--- config.mk ---
export PLATFORM = sky130hd
export DESIGN_NAME = tone_square_gen
export DESIGN_NICKNAME = d
export VERILOG_FILES = /design/src/rtl/sound_pkg.sv /design/src/rtl/tone_fade_env.sv /design/src/rtl/tone_square_gen.sv
export SDC_FILE = /design/constraint.sdc
export NUM_CORES = 1
export LEC_CHECK = 0
export CAP_MARGIN = 20
export CORE_UTILIZATION = 40
export DETAILED_ROUTE_END_ITERATION = 10
export GPL_ROUTABILITY_DRIVEN = 0
export HOLD_SLACK_MARGIN = 0.12
export SLEW_MARGIN = 20
export SYNTH_ARGS = -nofsm -noshare
export SYNTH_HDL_FRONTEND = slang
export SYNTH_SLANG_ARGS = --single-unit
export TNS_END_PERCENT = 100
--- constraint.sdc ---
create_clock -name clk -period 9.7 [get_ports clk]
set_clock_uncertainty 0.1 [all_clocks]
set_input_delay 1.455 -clock clk [delete_from_list [all_inputs] [get_ports clk]]
set_output_delay 1.455 -clock clk [all_outputs]
set_load 0.005 [all_outputs]
--- src/rtl/sound_pkg.sv ---
// Shared types and constants for the square-wave tone synthesiser.
// HALF_PERIOD holds half-period lengths in 50 MHz cycles, chromatic from C4.
package sound_pkg;

    localparam int unsigned TONE_W   = 4;
    localparam int unsigned SAMPLE_W = 16;
    localparam int unsigned CNT_W    = 17;
    localparam int unsigned N_TONES  = 16;

    typedef enum logic [1:0] {
        S_IDLE,
        S_PLAY,
        S_DRAIN
    } tone_state_t;

    // round(50e6 / (2 * f)), f = 440 * 2^((n-9)/12)
    localparam logic [CNT_W-1:0] HALF_PERIOD [N_TONES] = '{
        17'd95556, 17'd90193, 17'd85131, 17'd80353,
        17'd75843, 17'd71586, 17'd67569, 17'd63776,
        17'd60197, 17'd56818, 17'd53629, 17'd50619,
        17'd47778, 17'd45097, 17'd42566, 17'd40177
    };

    function automatic logic [CNT_W-1:0] reload_val(input logic [TONE_W-1:0] tone);
        return HALF_PERIOD[tone] - CNT_W'(1);
    endfunction

endpackage

--- src/rtl/tone_fade_env.sv ---
// Linear attack/release envelope, stepped once per sample strobe and
// clamped to [0, AMPLITUDE].
module tone_fade_env
    import sound_pkg::*;
#(
    parameter logic [SAMPLE_W-1:0] AMPLITUDE = 16'd8192,
    parameter logic [SAMPLE_W-1:0] FADE_STEP = 16'd64
) (
    input  logic                clk,
    input  logic                resetN,
    input  logic                strobe_i,
    input  logic                attack_i,
    input  logic                release_i,
    output logic [SAMPLE_W-1:0] env_o,
    output logic [SAMPLE_W-1:0] env_next_c
);

    logic [SAMPLE_W-1:0] env_q;
    logic [SAMPLE_W-1:0] env_d;
    logic [SAMPLE_W:0]   sum_c;

    assign sum_c = {1'b0, env_q} + {1'b0, FADE_STEP};

    // Next envelope value; the sample path uses it so the first strobe already sees one step.
    always_comb begin
        env_d = env_q;
        if (strobe_i && attack_i) begin
            env_d = (sum_c > {1'b0, AMPLITUDE}) ? AMPLITUDE : sum_c[SAMPLE_W-1:0];
        end else if (strobe_i && release_i) begin
            env_d = (env_q > FADE_STEP) ? (env_q - FADE_STEP) : '0;
        end
    end

    always_ff @(posedge clk or negedge resetN) begin
        if (!resetN) begin
            env_q <= '0;
        end else begin
            env_q <= env_d;
        end
    end

    assign env_o      = env_q;
    assign env_next_c = env_d;

endmodule

--- src/rtl/tone_square_gen.sv ---
// Square-wave tone generator: tone changes and stops take effect only at
// half-period boundaries. Define TONE_FADE_EN for a linear attack/release envelope.
module tone_square_gen
    import sound_pkg::*;
#(
    parameter logic [SAMPLE_W-1:0] AMPLITUDE = 16'd8192,
    parameter logic [SAMPLE_W-1:0] FADE_STEP = 16'd64
) (
    input  logic                clk,
    input  logic                resetN,
    input  logic                soundEnable,
    input  logic [TONE_W-1:0]   Tone,
    input  logic                sample_strobe,
    output logic [SAMPLE_W-1:0] sample_out,
    output logic                sample_valid,
    output logic                busy
);

    tone_state_t         state_q;
    logic [CNT_W-1:0]    cnt_q;
    logic [TONE_W-1:0]   cur_tone_q;
    logic [TONE_W-1:0]   cur_tone_d;
    logic                level_q;
    logic [SAMPLE_W-1:0] sample_q;
    logic [SAMPLE_W-1:0] sample_d;
    logic                valid_q;
    logic                busy_q;

    logic                boundary_c;
    logic                load_c;
    logic                drain_exit_c;
    logic [CNT_W-1:0]    reload_c;
    logic [SAMPLE_W-1:0] amp_c;

    assign boundary_c = (cnt_q == '0);
    assign load_c     = (state_q == S_IDLE) ? soundEnable : boundary_c;
    assign cur_tone_d = load_c ? Tone : cur_tone_q;
    assign reload_c   = reload_val(cur_tone_d);

`ifdef TONE_FADE_EN
    logic [SAMPLE_W-1:0] env_q;
    logic [SAMPLE_W-1:0] env_next_c;

    tone_fade_env #(
        .AMPLITUDE (AMPLITUDE),
        .FADE_STEP (FADE_STEP)
    ) u_env (
        .clk        (clk),
        .resetN     (resetN),
        .strobe_i   (sample_strobe),
        .attack_i   (state_q == S_PLAY),
        .release_i  (state_q == S_DRAIN),
        .env_o      (env_q),
        .env_next_c (env_next_c)
    );

    assign amp_c        = env_next_c;
    assign drain_exit_c = (env_q == '0);
`else
    logic unused_fade_c;

    assign unused_fade_c = ^FADE_STEP;
    assign amp_c         = AMPLITUDE;
    assign drain_exit_c  = boundary_c;
`endif

    assign sample_d = (state_q == S_IDLE) ? '0
                    : (level_q ? amp_c : (~amp_c + SAMPLE_W'(1)));

    // Tone FSM, half-period counter and registered sample path.
    always_ff @(posedge clk or negedge resetN) begin
        if (!resetN) begin
            state_q    <= S_IDLE;
            cnt_q      <= '0;
            cur_tone_q <= '0;
            level_q    <= 1'b1;
            sample_q   <= '0;
            valid_q    <= 1'b0;
            busy_q     <= 1'b0;
        end else begin
            valid_q    <= sample_strobe;
            cur_tone_q <= cur_tone_d;
            if (sample_strobe) begin
                sample_q <= sample_d;
            end

            if (state_q != S_IDLE) begin
                if (boundary_c) begin
                    level_q <= ~level_q;
                    cnt_q   <= reload_c;
                end else begin
                    cnt_q <= cnt_q - CNT_W'(1);
                end
            end

            case (state_q)
                S_IDLE: begin
                    cnt_q   <= '0;
                    level_q <= 1'b1;
                    if (soundEnable) begin
                        cnt_q   <= reload_c;
                        state_q <= S_PLAY;
                        busy_q  <= 1'b1;
                    end
                end
                S_PLAY: begin
                    if (!soundEnable) begin
                        state_q <= S_DRAIN;
                    end
                end
                S_DRAIN: begin
                    if (soundEnable) begin
                        state_q <= S_PLAY;
                    end else if (drain_exit_c) begin
                        state_q <= S_IDLE;
                        busy_q  <= 1'b0;
                        cnt_q   <= '0;
                        level_q <= 1'b1;
                    end
                end
                default: begin
                    state_q <= S_IDLE;
                    busy_q  <= 1'b0;
                end
            endcase
        end
    end

    assign sample_out   = sample_q;
    assign sample_valid = valid_q;
    assign busy         = busy_q;

endmodule

======== Word-level counts from Yosys, hierarchy flattened ========
Memory sizes are Yosys's and may differ from the RTL's.
Index checks and enable logic that the tools add are counted.
cells by class
  $add $sub $neg .......................... 2
  equality and inequality tests ........... 7
  magnitude comparators ................... 1
  bitwise operators ....................... 3
  reduce and logical (&&, ||, !) cells .... 5
  mux-type cells .......................... 26
operators by type and width
  kind                                                      number
  two-way mux 17 bit                                        7
  one-hot mux 17 bit (2 select lines)                       1
  subtractor 17 x 1 -> 17 bit, second input constant        2
  two-way mux 16 bit                                        2
  logical NOT 17 bit                                        1
  two-way mux 1 bit                                         8
  two-way mux 2 bit                                         4
  != test 2 bit, second input constant                      4
  one-hot mux 2 bit (3 select lines)                        1
  greater-or-equal comparator 5 bit, second input constant  1
  inverter 4 -> 5 bit                                       1
  two-way mux 4 bit                                         1
  AND reduction 4 bit                                       1
  != test 3 bit, second input constant                      1
  one-hot mux 1 bit (3 select lines)                        1
  AND reduction 3 bit                                       1
  equality test 2 x 1 -> 1 bit, second input constant       1
  equality test 2 bit, second input constant                1
  logical NOT 2 bit                                         1
  inverter 1 bit                                            2
  one-hot mux 1 bit (2 select lines)                        1
  nonzero test 2 bit                                        1
word-level totals
  bits in read-only memories .............. 272
  word-level logic and storage cells ...... 52
  memories kept ........................... 1
  bits in registers ....................... 42
  input bits .............................. 8
memory list
  memory           depth  bits a word  read ports  clocked after memory_dff  write ports  RTL line         RTL
  (no name shown)  16     17           1           0                         0            sound_pkg.sv:25  return HALF_PERIOD[tone] - CNT_W'(1);

======== Depth between registers and ports, before layout ========
Gate-level depths: netlist (run 1).
  depth after elaboration ................. 13
  depth in mapped cells ................... 19
  gate-level depth less buffers ........... 17

======== Worst setup path after synthesis (run 1) ========
OpenSTA, ideal clock, no wires.
  path kind ............................... input to register
  from .................................... in soundEnable
  to ...................................... reg cnt_q[14]
  stages on the path ...................... 14
  path buffers ............................ 3
  setup time .............................. 0.126 ns
  arrival ................................. 4.805 ns
  setup slack ............................. 4.669 ns
  cell sequence ........................... or3b_2 clkbuf_1 o31ai_4 buf_4 mux2i_1 ha_1 clkbuf_1 inv_1 o21ai_0 a311oi_2 nor4b_4 o211ai_2 o311a_1 a221o_1
between the ends
  longest elaborated chain between the ends .. 12
  elaborated cells on any way between the ends .. 13
RTL lines
  what                                                   RTL line                RTL
  start: declaration                                     tone_square_gen.sv:11   input logic soundEnable,
  two-way mux 1 bit                                      tone_square_gen.sv:36   assign load_c = (state_q == S_IDLE) ? soundEnable : boundary_c;
  two-way mux 4 bit                                      tone_square_gen.sv:37   assign cur_tone_d = load_c ? Tone : cur_tone_q;
  inverter 4 -> 5 bit (not written as such)              sound_pkg.sv:25
  memory (16 x 17 bit)                                   -
  two-way mux 17 bit (not written as such) (2 in a row)  sound_pkg.sv:25
  subtractor 17 x 1 -> 17 bit                            sound_pkg.sv:25
  two-way mux 17 bit                                     tone_square_gen.sv:88   if (boundary_c) begin
  two-way mux 17 bit                                     tone_square_gen.sv:87   if (state_q != S_IDLE) begin
  two-way mux 17 bit                                     tone_square_gen.sv:114  end else if (drain_exit_c) begin
  two-way mux 17 bit                                     tone_square_gen.sv:112  if (soundEnable) begin
  one-hot mux 17 bit (2 select lines) *                  tone_square_gen.sv:96   case (state_q)
  end signal: assignment                                 tone_square_gen.sv:90   cnt_q <= reload_c;
  end signal: assignment                                 tone_square_gen.sv:92   cnt_q <= cnt_q - CNT_W'(1);
  end signal: assignment                                 tone_square_gen.sv:101  cnt_q <= reload_c;
  end: declaration                                       tone_square_gen.sv:20   logic [CNT_W-1:0] cnt_q;
Mark *: on every way between the ends. The rest lies on a longest branch, timed or not. The select of a mux whose other input is x is not followed.
A chain may end at the register's enable or synchronous reset.

======== Worst setup path after layout (run 1) ========
Ends and elaborated chain as after synthesis.

==> impl_results.md, run 1 <==
* Combinational share of power at 0.575
* Hold Path Depth at 1
* Hold EP: cnt_q[0]$_DFF_PN0_
* Power Density at approximately 200 nW/um2
* FFs w/ async S/R, synth at 1.00
* Via count at between 2,000 and 3,000
* Largest family of logic cells by synthesized area: compound AO/OA/AOI/OAI gates
* Worst endpoint required time at between 9 and 10 ns
* Drt wl/cell at 17.0 um
* Post-synthesis adder-cell area fraction at 0.0485
* Sw frac at 0.474
* Clk_lat worst skew at approximately 0.28 ns
* Overflow after GRT at 0
* Top_reg_cell synth: dfrtp_1
* Compound-Gate Fraction of Synth Area at 0.281
* Post-synth EDFFs at 0
* Hold buffer count at cts at 0
* Antenna cells at 0
* Buffers on Ports at 12
* Die Footprint at around 7400 um2
* Library cells used by synthesis at 67
* Final period utilization at 0.560
* Worst Max-Slew Pin Slew at about 0.91 ns
* FF/Latch Area at ~700 um2
* Synth-to-layout area growth at 6.88%
* Clock Path Buffers at 2
* Slew HR at 0.391
* Kind of critical path: input port to flip-flop
* YS warnings at 0
* Filler cell count at between 700 and 800
* Die X at between 80 and 90 um
* Fin Setup TNS at 0 ns
* Leakage power at 1.25 nW
* Global-route wire length before repair at 12.9 mm
* Clock network fraction of design power at 0.122
* CP arrival at around 5.5 ns
* Post-Synth Simple-Gate Area at 0.237
* Fin cells at approximately 460
* Antenna viol nets, final at 0
* Num Clock Sinks at 28
* Detailed Route WL at roughly 7.9 mm
* Minimum clock period at roughly 5.4 ns
* P_sw at between 0.0002 and 0.0003 W
* Max-cap violations at 0
* Setup crit end kind: flip-flop
* Post-synthesis sequential area ratio at 0.247
* Initial Utilization at 0.415
* Vias in the first global route at between 2,000 and 2,500
* Share of post-route cells with drive strength above 1 at 0.0734
* Unrepaired setup endpoints after global routing: false
* Startpoint Class: input port
* Crit Path Max Fanout at 18
* TritonCTS clock tree: yes
* Internal Pwr Total at ~0.00033 W
* Reg2reg setup slack at between 4 and 5 ns
* Final Hold Fails at 0
* Tot Pwr at roughly 0.00062 W
* HP Class: flip-flop to flip-flop
* Register share of total power at 0.303
* GRT Total Usage at 0.222
* Inserted Clock Buffers at 3
* Mux cell area share after synthesis at 0.0322
* Cells on worst reg2reg path at 12
* Multi-input gate area at approximately 1900 um2
* Dpl cells at 460
* Synth Instances at between 300 and 400
* R2R Path Start: cnt_q[10]$_DFF_PN0_
* RR Endpoint: cnt_q[14]$_DFF_PN0_
* # rows at 30
* Post-CTS Repair Setup Buffers at 0
* Yosys reg bits at 28
* DR pass1 iterations at 5
* Nets at 388
* CTS H-Tree Depth at 1
* Starting DRT DRC Count at 259
* I/O pin count at 26
* Status: complete, no violations
* Peak VDD IR at approximately 0.076 mV
* Clk slew on worst S/H paths at about 0.1 ns
* Core area at 6830 um2
* Hpwl dp at between 5 and 6 mm
* Mapped cell area at 2840 um2
* Final setup viols at 0
* Post-cts resize count at 0
* Via density at 5.90
* Hold_sp: cnt_q[0]$_DFF_PN0_
* Avg Inst Size Synth at a little under 8 um2
* Synth Area in XOR/XNOR at 0.0679
* Max frequency at 184 MHz
* Pin count of the biggest net entering global routing at 29
* # DRC at 0
* Root buffer cell: clkbuf_8
* Die height at 86.2 um
* Fin. max-slew vios at 0
* Antenna violations before repair at 0
-- power groups by stage --
stage	registers (W)	logic (W)	clock network (W)
final	0.000188	0.000357	0.0000754
after floorplan	0.000177	0.000275	0
after CTS	0.000188	0.000350	0.0000763
after global placement	0.000190	0.000350	0
after global routing	0.000194	0.000392	0.0000820
after detailed placement	0.000190	0.000348	0
-- layout by cell type, fill, tap and decap left out, drive strengths merged, types with 6 or more instances in the layout --
cell type      instances
nand3                 10
a21oi                 27
nand2                 34
conb                  13
clkdlybuf4s50         12
a211oi                 6
xor2                  11
xnor2                 11
nor2                  33
a31oi                 10
dfrtp                 27
ha                    11
inv                   15
mux2i                  8
nor3                  19
o21ai                 25
o22ai                  6
-- through the flow --
step	utilization	setup slack, ns	area (um2)	hold WS (ns)
final	0.444	4.27	3030	0.412
after global routing	0.444	4.08	3030	0.445
after CTS	0.444	4.30	3030	0.419
after detailed placement	0.436	4.01	2980	0.406
after global placement	0.436	4.11	2980	0.390
after floorplan	-	4.67	2880	0.362
-- registers in the layout (all words and copies together) (netlist names) --
register	count
cur_tone_q	4
cnt_q	17
state_q	2
sample_out	2
busy	1
level_q	1
sample_valid	1
-- cell usage after synthesis, types with 3 or more instances --
library cell  number  area [um2]
a31oi_1           10        62.6
o31ai_1            3        22.5
a31o_2             3        26.3
nand3_1           10        50.1
mux2i_1            8        80.1
nor3_1            19        95.1
xor2_1            11        96.3
inv_1             14        52.6
a21oi_1           26         130
nand2_1           34         128
ha_1              11         138
xnor2_1           11        96.3
clkbuf_1          16        60.1
a21boi_0           4        30.0
a211oi_1           5        37.5
nor2b_1            3        18.8
nand2b_1           3        18.8
o21ai_0           25         125
dfrtp_1           27         676
nor2_1            32         120
o21a_1             3        22.5
nor4_1             3        18.8
and3_1             5        31.3
or3_1              5        31.3
buf_4             15         113
and2_1             4        25.0
o22ai_1            6        37.5
-- worst max path at each step --
| stage | from | endpoint | slack, ns | cells past startpoint |
|---|---|---|---|---|
| 2_1_floorplan | soundEnable | cnt_q[14]$_DFF_PN0_ | 4.67 | 14 |
| 3_3_place_gp | soundEnable | cnt_q[14]$_DFF_PN0_ | 4.11 | 12 |
| 3_5_place_dp | soundEnable | cnt_q[14]$_DFF_PN0_ | 4.01 | 12 |
| 4_1_cts | soundEnable | cnt_q[14]$_DFF_PN0_ | 4.30 | 12 |
| 5_1_grt | soundEnable | cnt_q[14]$_DFF_PN0_ | 4.08 | 12 |
| 6_report | soundEnable | cnt_q[14]$_DFF_PN0_ | 4.27 | 12 |
-- worst max-delay path, cell delays in order --
cell             delay [ns]
clkdlybuf4s50_1        0.54
or3b_2                 0.59
o31ai_4                0.25
mux2i_1                0.45
ha_1                   0.39
inv_1                  0.19
o21ai_0                0.14
a311oi_2               0.35
nor4b_4                0.32
o211ai_2               0.22
o311a_1                0.34
a221o_1                0.26
-- layer usage --
metal | wire length (um) | track usage | up-vias
li1 | - | - | 1313
met2 | 3550 | 0.356 | 132
met4 | 187 | 0.0667 | 0
met3 | 496 | 0.0152 | 15
met1 | 3670 | 0.319 | 1278
met5 | 0 | 0 | -
-- cell type report --
cell class | instances | share of cell area
Tap cell | 96 | 0.0396
Sequential cell | 28 | 0.231
Inverter | 15 | 0.0186
Timing Repair Buffer | 17 | 0.0520
Clock buffer | 4 | 0.0182
Multi-Input combinational cell | 304 | 0.640
-- cells by family (layout without fill, tap and decap cells) --
group | count (synthesis) | after routing
AO/OA/AOI/OAI | 116 | 116
XOR/XNOR | 22 | 22
adder cells (fa/ha/maj) | 11 | 11
buffers and inverters | 48 | 36
flip-flops | 28 | 28
multiplexers | 9 | 9
other | 1 | 13
AND/OR/NAND/NOR | 133 | 133
No activity file was read; power rests on OpenSTA's default activity.
==> inputs of run 2 (changes only) <==
==> constraint.sdc (replaced) <==
create_clock -name clk -period 4.85 [get_ports clk]
set_clock_uncertainty 0.1 [all_clocks]
set_input_delay 0.7275 -clock clk [delete_from_list [all_inputs] [get_ports clk]]
set_output_delay 0.7275 -clock clk [all_outputs]
set_load 0.005 [all_outputs]
==> run 2 against run 1 <==
Sequential power increased by 100%. Wire length increased by 3.0%. Final cell count increased by 3.7%. Critical path depth unchanged. Critical path type is now flip-flop to flip-flop.
==> impl_results.md, run 2 (synthesis gave the netlist of run 1 again) <==
* CP arrival at 4.64 ns
* Placed Instance Area at about 3100 um2
* Hold Slack at roughly 0.42 ns
* Synth-to-layout area growth at 11.5%
* Hold buffer count at cts at 0
* Peak VDD IR at about 0.18 mV
* Worst path slowest cell: or4b_1
* FF/Latch Area at between 700 and 800 um2
* CTS H-Tree Depth at 1
* Root buffer cell: clkbuf_8
* Starting DRT DRC Count at approximately 210
* Fin. max-slew vios at 0
* Cell Chain, Critical Path: or4_4 > or4b_1 > o31ai_4 > mux2i_2 > ha_1 > inv_1 > o21ai_0 > a311oi_2 > nor4b_4 > o211ai_2 > o311a_1 > a221o_1
* Clk slew on worst S/H paths at 0.10 ns
* CP Launch Point: cnt_q[11]$_DFF_PN0_
* Max-cap violations at 0
* Antenna cells at 0
* Final period utilization at 0.941
* Detailed Route WL at just over 8 mm
* DR pass1 iterations at 5
* Worst Max-Slew Pin Slew at slightly below 0.7 ns
* Commonest non-fill, non-tap cell in the layout: nand2_1
* Slew HR at 0.549
* Overflow after GRT at 0
* Global-route wire length before repair at about 13 mm
* CP Buf/Inv Count at 1
* Fin area at around 3200 um2
* TritonCTS clock tree: yes
* Antenna violations before repair at 0
* Hold EP: cnt_q[0]$_DFF_PN0_
* Initial Utilization at 0.415
* Slowest stage delay, CP at ~0.57 ns
* Vias in the first global route at 2,589
* Core area at 6830 um2
* Via count at between 2,000 and 3,000
* Hold Path Depth at 1
* R2R Path Start: cnt_q[11]$_DFF_PN0_
* Hpwl dp at roughly 6 mm
* Filler cell count at roughly 710
* Most frequent cells in the layout: nand2_1, nor2_1, dfrtp_1, a21oi_1, o21ai_0
* Crit Path Max Fanout at 7
* Buffers on Ports at 12
* Tot Pwr at 0.00128 W
* Hold_sp: cnt_q[0]$_DFF_PN0_
* Die Footprint at about 7400 um2
* Power Density at ~400 nW/um2
* Die X at roughly 86 um
* Setup crit end kind: flip-flop
* Top flop regs: cnt_q: 17 flops, cur_tone_q: 4 flops
* # DRC at 0
* Nets at 405
* Status: complete, no violations
* Final Hold Fails at 0
* Largest register FFs at 17
* Drt wl/cell at roughly 17 um
* Crit-path leading delay family: compound AO/OA/AOI/OAI gates
* Largest Register: cnt_q
* Max frequency at roughly 220 MHz
* HP Class: flip-flop to flip-flop
* Kind of critical path: flip-flop to flip-flop
* I/O pin count at 26
* Die height at approximately 86 um
* Pin count of the biggest net entering global routing at 29
* RR Endpoint: cnt_q[14]$_DFF_PN0_
* Cells on worst reg2reg path at 12
* Antenna viol nets, final at 0
* GRT Total Usage at 0.230
* Minimum clock period at 4.57 ns
* Multi-input gate area at roughly 2000 um2
* Final setup viols at 0
* Leakage power at between 1 and 1.5 nW
* # rows at 30
* Via density at between 5 and 6
* Share of post-route cells with drive strength above 1 at 0.117
* Clk_lat worst skew at between 0.2 and 0.3 ns
* Startpoint Class: flip-flop
* Reg2reg setup slack at ~0.28 ns
* Clock Path Buffers at 2
* Num Clock Sinks at 28
* Worst endpoint required time at 4.92 ns
* Inserted Clock Buffers at 3
[run 2: worst max-delay path by stage]
stage / endpoint / slack [ns] / cells after the start
floorplan: cnt_q[14]$_DFF_PN0_ / 0.06 / 15
global placement: cnt_q[14]$_DFF_PN0_ / 0.21 / 11
detailed placement: cnt_q[14]$_DFF_PN0_ / 0.09 / 12
CTS: cnt_q[14]$_DFF_PN0_ / 0.07 / 12
global route: cnt_q[14]$_DFF_PN0_ / -0.03 / 12
finish: cnt_q[14]$_DFF_PN0_ / 0.28 / 12
[run 2: layer usage]
metal / GRT usage / wire length [um] / part of all wire / up-vias
met5: 0 / 0 / 0 / -
li1: - / - / - / 1354
met2: 0.366 / 3580 / 0.44 / 130
met1: 0.325 / 3810 / 0.47 / 1314
met3: 0.0229 / 506 / 0.062 / 22
met4: 0.0818 / 235 / 0.029 / 0
[run 2: what timing repair did]
item                                   CTS  global route
gates resized for setup                  0             1
setup endpoints to repair                0             8
buffers inserted                         0             2
endpoints found under the hold margin    0             0
[run 2: cell type report]
cell class                      instances  share of cell area
Clock buffer                            4              0.0174
Sequential cell                        28               0.222
Timing Repair Buffer                   34              0.0902
Tap cell                               96              0.0380
Inverter                               15              0.0178
Multi-Input combinational cell        304               0.615
[run 2: power breakdown]
| part | leakage [nW] | internal (W) | switching [W] |
|---|---|---|---|
| Combinational | 0.956 | 0.000308 | 0.000444 |
| Sequential | 0.343 | 0.000299 | 0.0000789 |
| Clock | 0.0288 | 0.0000727 | 0.0000752 |
[run 2: through the flow]
step	setup WS (ns)	cells	TNS, ns	utilization
detailed placement	0.0906	475	0	0.452
CTS	0.0708	479	0	0.460
global placement	0.207	475	0	0.452
finish	0.284	481	0	0.463
global route	-0.0320	481	-0.0344	0.463
floorplan	0.0596	380	0	-
